$ cat src/rtl/fir_pkg.sv
// fir_pkg: shared FSM states and width helpers for the FIR MAC engine
package fir_pkg;
  typedef enum logic [1:0] {IDLE, PRIME, MAC, DONE} state_t;
  function automatic int addr_w(input int taps);
    return taps > 1 ? $clog2(taps) : 1;
  endfunction
  function automatic logic signed [63:0] sat_narrow(input logic signed [63:0] v, input int w);
    logic signed [63:0] hi, lo;
    hi = (64'sd1 <<< (w - 1)) - 64'sd1;
    lo = -(64'sd1 <<< (w - 1));
    return v > hi ? hi : v < lo ? lo : v;
  endfunction
endpackage

$ cat src/rtl/fir_mac_lane.sv
// fir_mac_lane: one channel accumulator with output shift; FIR_SAT_EN clips instead of wrapping
module fir_mac_lane import fir_pkg::*; #(
  parameter int DATA_W  = 16,
  parameter int COEF_W  = 16,
  parameter int ACC_W   = 40,
  parameter int FRAC_SH = 15
) (
  input  logic                     clk,
  input  logic                     rst_n,
  input  logic                     clear,
  input  logic                     enable,
  input  logic signed [DATA_W-1:0] sample,
  input  logic signed [COEF_W-1:0] coef,
  output logic        [DATA_W-1:0] result
);
  localparam int PW = DATA_W + COEF_W;
  logic signed [ACC_W-1:0] acc;
  logic signed [PW-1:0] prod;
  assign prod = sample * coef;
  always_ff @(posedge clk or negedge rst_n)
    if (!rst_n) acc <= '0;
    else if (clear) acc <= '0;
    else if (enable) acc <= acc + {{(ACC_W - PW){prod[PW-1]}}, prod};
`ifdef FIR_SAT_EN
  logic signed [ACC_W-1:0] shifted;
  assign shifted = acc >>> FRAC_SH;
  assign result = DATA_W'(sat_narrow(64'(shifted), DATA_W));
`else
  assign result = acc[FRAC_SH+DATA_W-1:FRAC_SH];
`endif
endmodule

$ cat src/rtl/fir_mac_engine.sv
// fir_mac_engine: multi-channel FIR MAC sequencer driving external ROM/queue addresses
// Optional output saturation via FIR_SAT_EN (inside fir_mac_lane).
module fir_mac_engine import fir_pkg::*; #(
  parameter int NUM_CH  = 2,
  parameter int DATA_W  = 16,
  parameter int COEF_W  = 16,
  parameter int TAPS    = 1021,
  parameter int ACC_W   = 40,
  parameter int FRAC_SH = 15
) (
  input  logic                       clk,
  input  logic                       rst_n,
  input  logic                       start,
  output logic [addr_w(TAPS)-1:0]    coef_addr,
  output logic [addr_w(TAPS)-1:0]    rd_idx,
  input  logic [COEF_W-1:0]          coef_in,
  input  logic [NUM_CH*DATA_W-1:0]   smpl_in,
  output logic                       busy,
  output logic                       out_vld,
  output logic [NUM_CH*DATA_W-1:0]   smpl_out
);
  localparam int AW = addr_w(TAPS);
  localparam logic [AW-1:0] LAST = AW'(TAPS - 1);
  state_t state;
  logic start_q, edge_det;
  logic [AW-1:0] addr, k;
  logic [NUM_CH*DATA_W-1:0] res;
  assign edge_det = start & ~start_q;
  assign coef_addr = addr;
  assign rd_idx = addr;
  for (genvar c = 0; c < NUM_CH; c++) begin : g_lane
    fir_mac_lane #(.DATA_W(DATA_W), .COEF_W(COEF_W), .ACC_W(ACC_W), .FRAC_SH(FRAC_SH)) u_lane (
      .clk(clk),
      .rst_n(rst_n),
      .clear(edge_det),
      .enable(state == MAC),
      .sample(smpl_in[c*DATA_W +: DATA_W]),
      .coef(coef_in),
      .result(res[c*DATA_W +: DATA_W])
    );
  end
  // Any edge, even mid-run, restarts from PRIME; lanes clear on the same edge.
  always_ff @(posedge clk or negedge rst_n)
    if (!rst_n) begin
      state <= IDLE;
      start_q <= 1'b0;
      addr <= '0;
      k <= '0;
      busy <= 1'b0;
      out_vld <= 1'b0;
      smpl_out <= '0;
    end else begin
      start_q <= start;
      out_vld <= 1'b0;
      if (edge_det) begin
        state <= PRIME;
        addr <= '0;
        busy <= 1'b1;
      end else
        case (state)
          PRIME: begin
            state <= MAC;
            addr <= AW'(1);
            k <= '0;
          end
          MAC: begin
            addr <= addr == LAST ? addr : addr + AW'(1);
            k <= k + AW'(1);
            if (k == LAST) begin
              state <= DONE;
              busy <= 1'b0;
            end
          end
          DONE: begin
            state <= IDLE;
            addr <= '0;
            out_vld <= 1'b1;
            smpl_out <= res;
          end
          default: ;
        endcase
    end
endmodule

$ cat config.mk
export PLATFORM = sky130hd
export DESIGN_NAME = fir_mac_engine
export DESIGN_NICKNAME = d
export VERILOG_FILES = /design/src/rtl/fir_pkg.sv /design/src/rtl/fir_mac_lane.sv /design/src/rtl/fir_mac_engine.sv
export SDC_FILE = /design/constraint.sdc
export NUM_CORES = 2
export LEC_CHECK = 0
export ABC_AREA = 1
export CAP_MARGIN = 20
export CORE_MARGIN = 5
export CORE_UTILIZATION = 40
export DETAILED_ROUTE_END_ITERATION = 12
export GPL_TIMING_DRIVEN = 0
export PLACE_DENSITY = 0.56
export SYNTH_ARGS = -nofsm -noshare
export SYNTH_HDL_FRONTEND = slang
export SYNTH_HIERARCHICAL = 1
export SYNTH_SLANG_ARGS = --single-unit
$ cat constraint.sdc
create_clock -name clk -period 2.4 [get_ports clk]
set_input_delay 0.24 -clock clk [delete_from_list [all_inputs] [get_ports clk]]
set_output_delay 0.24 -clock clk [all_outputs]
set_load 0.1 [all_outputs]
==> flow_summary_export.csv <==
group,metric,value,unit
drt,top_layer,"met5",
drt,drcViolationCount,0,
clock_network,clock_sinks,119,
place,port_buffers,69,
timing,hold_ws,0.299,ns
floorplan,io-pin-count,105,
floorplan,die_area,0.0795,mm^2
floorplan,die_y,282,um
clock_network,htreeDepth,4,
drt,drt_iter0_drc,1587,
run_status,status,"complete, but fails checks",
synth,syn-cell-area,0.0296,mm^2
cells_and_area,drive_above_1_share,0.292,
clock_network,cts_tree,"done",
timing,setup_violations,54,
setup_path,slowest_stage,"fa_1",
place,dp_hpwl,73.1,mm
setup_path,critPathRequiredTime,2.72,ns
setup_path,cp_max_fo,6,
synth,synth_fp_nets,4792,
setup_path,start_kind,"input pin",
run_status,violations,"negative setup slack",
job,drv_cap,0,
synth,ys_seq_elements,119,
global_route,first_global_vias,26489,
setup_path,worstSetupPathType,"input pin to register",
timing,layout_setup_ws,-4.02,ns
setup_path,cpMostUsedCell,"inv_2",
cells_and_area,layout_common_cells,"nand2_1, inv_1, fa_1, buf_4, nor2_1",
synth,yosysSeqAreaShare,0.101,
clock_network,cts_max_path_buffers,2,
place,gp_congestion,0.896,
clock_network,cts_made_buffers,17,
place,dp_worst_setup_slack,-5.81,ns
cells_and_area,final_cell_area,0.0407,mm^2
drt,wirelength,94.8,mm
global_route,grt_pass1_wl,149,mm
timing,period_needed,6.42,ns
synth,async_flop_share,1.00,
global_route,gr-usage-all-layers,0.239,
drt,drtPass1Iterations,5,
clock_network,insertion_delay,0.42,ns
cells_and_area,final.fill_count,6551,
synth,synth.avg_cell_area,7.40,um^2
timing,finalHoldViolations,0,
cells_and_area,fin_nets,5119,
drt,vias,25678,
timing,layout_worst_path_cycle_share,2.67,
drt,wl_per_cell,17.9,um
hold_path,hold_path.class,"input pin to asynchronous set/reset pin",
synth,syn_inst,3997,
setup_path,crit_arrival,6.73,ns
synth,synth_cell_types,53,
synth,synth_edf_count,0,
synth,yosys_warnings,6,
cells_and_area,final_common_cell,"nand2_1",
setup_path,end_kind,"register",
cells_and_area,area_growth,37.5,%
floorplan,rows,99,
timing,max_freq,0.156,GHz
global_route,overflow,0,
global_route,grt_max_degree,79,
timing,worstMarginPinSlew,1.06,ns
drt,wl_met3,5.17,mm
setup_path,r2r_cells,14,
floorplan,core,0.0732,mm^2
global_route,grt_antenna_before_repair,1,
timing,rsz0062_at_grt,"yes",
floorplan,start_util,0.404,
timing,clock_skew,0.00744,ns
timing,slew_headroom,0.294,
clock_network,root_buffer,"clkbuf_16",
timing,fin_tns_setup,-167.66,ns
timing,drv_slew,0,
floorplan,dieWidth,282,um
drt,dr_wl_met2,43.5,mm
place,post_dp_cell_area,0.0339,mm^2
drt,wl_met1,43.6,mm
synth,ys.flop_type,"dfrtp_1",
drt,viasPerCell,4.85,
drt,ant_nets,0,
clock_network,clk_pin_slew,0.06,ns
setup_path,crit_path_max_incr_delay,0.57,ns
## stage by stage
stage          instances   util
2_1_floorplan       3997      -
3_3_place_gp        5025  0.463
3_5_place_dp        5027  0.464
4_1_cts             5237  0.534
5_1_grt             5298  0.556
6_report            5298  0.556
## synthesized netlist by cell type, drive strengths merged (17+ instances only)
master | n | area share
xnor2 | 20 | 0.0059
nand3 | 109 | 0.020
o21ai | 123 | 0.022
nor3 | 23 | 0.0041
or2 | 17 | 0.0036
o21bai | 20 | 0.0051
ha | 230 | 0.097
xor2 | 40 | 0.012
fa | 514 | 0.35
dfrtp | 119 | 0.10
nand2 | 1104 | 0.14
clkbuf | 118 | 0.015
buf | 56 | 0.014
nand4 | 19 | 0.0040
a21oi | 160 | 0.028
nor2 | 195 | 0.025
inv | 1063 | 0.13
## worst max-delay path, delay by kind of cell
kind,cells,cell delay [ns]
fa+ha+maj,8,3.65
simple gates,14,1.46
buf+inv,10,0.81
xor+xnor,1,0.31
compound gates,2,0.22
## cell families after synthesis
kind of cell | count (synthesis) | share of synthesized area
buffers and inverters | 1237 | 0.164
XOR/XNOR | 60 | 0.0180
AND/OR/NAND/NOR | 1487 | 0.204
AO/OA/AOI/OAI | 350 | 0.0690
flip-flops | 119 | 0.101
adder cells (fa/ha/maj) | 744 | 0.445
## repair_timing
| item | 4_1_cts | 5_1_grt |
|---|---|---|
| hold buffers | 1 | 0 |
| cloned | 11 | 0 |
| hold endpoints to repair | 41 | 0 |
| pin swaps | 283 | 205 |
| setup buffers | 166 | 61 |
| setup endpoints to repair | 66 | 62 |
| gates resized for setup | 675 | 294 |
## routing by layer
| metal | GRT usage | vias up |
|---|---|---|
| met1 | 0.346 | 12571 |
| met3 | 0.0397 | 124 |
| met2 | 0.378 | 675 |
| met4 | 0.0552 | 2 |
| met5 | 0.00954 | - |
| li1 | - | 12306 |
## registers in the layout (all words and copies together), names as in the netlist
name / flops
state: 2
start_q: 1
g_lane.u_lane/acc: 62
k: 10
smpl_out: 32
out_vld: 1
coef_addr: 10
busy: 1
## worst paths after layout
kind / slack (ns) / to / startpoint
setup / recovery: -4.02 / g_lane[0].u_lane/acc[25]$_DFFE_PN0P_ / coef_in[6]
hold / removal: 0.30 / g_lane[1].u_lane/acc[2]$_DFFE_PN0P_ / rst_n
setup reg to reg: -0.05 / g_lane[0].u_lane/acc[26]$_DFFE_PN0P_ / g_lane[0].u_lane/acc[0]$_DFFE_PN0P_
hold reg to reg: 0.47 / smpl_out[21]$_DFFE_PN0P_ / smpl_out[21]$_DFFE_PN0P_
max in group asynchronous: 1.33 / g_lane[0].u_lane/acc[26]$_DFFE_PN0P_ / rst_n
min in group clk: 0.43 / start_q$_DFF_PN0_ / start
## cell type report
class,count,area (um^2),share of cell area
timing repair buffer,308,2910,0.0715
buffer,174,2690,0.0662
clock buffer,19,443,0.0109
antenna,2,5.00,0.000123
multi-input combinational,2641,26300,0.646
clock inverter,13,130,0.00320
sequential,119,2980,0.0732
inverter,1063,4030,0.0990
tap,959,1200,0.0295
Power is not shown: default switching activity piles up to over one toggle a cycle in this logic, so the estimate is an artifact.
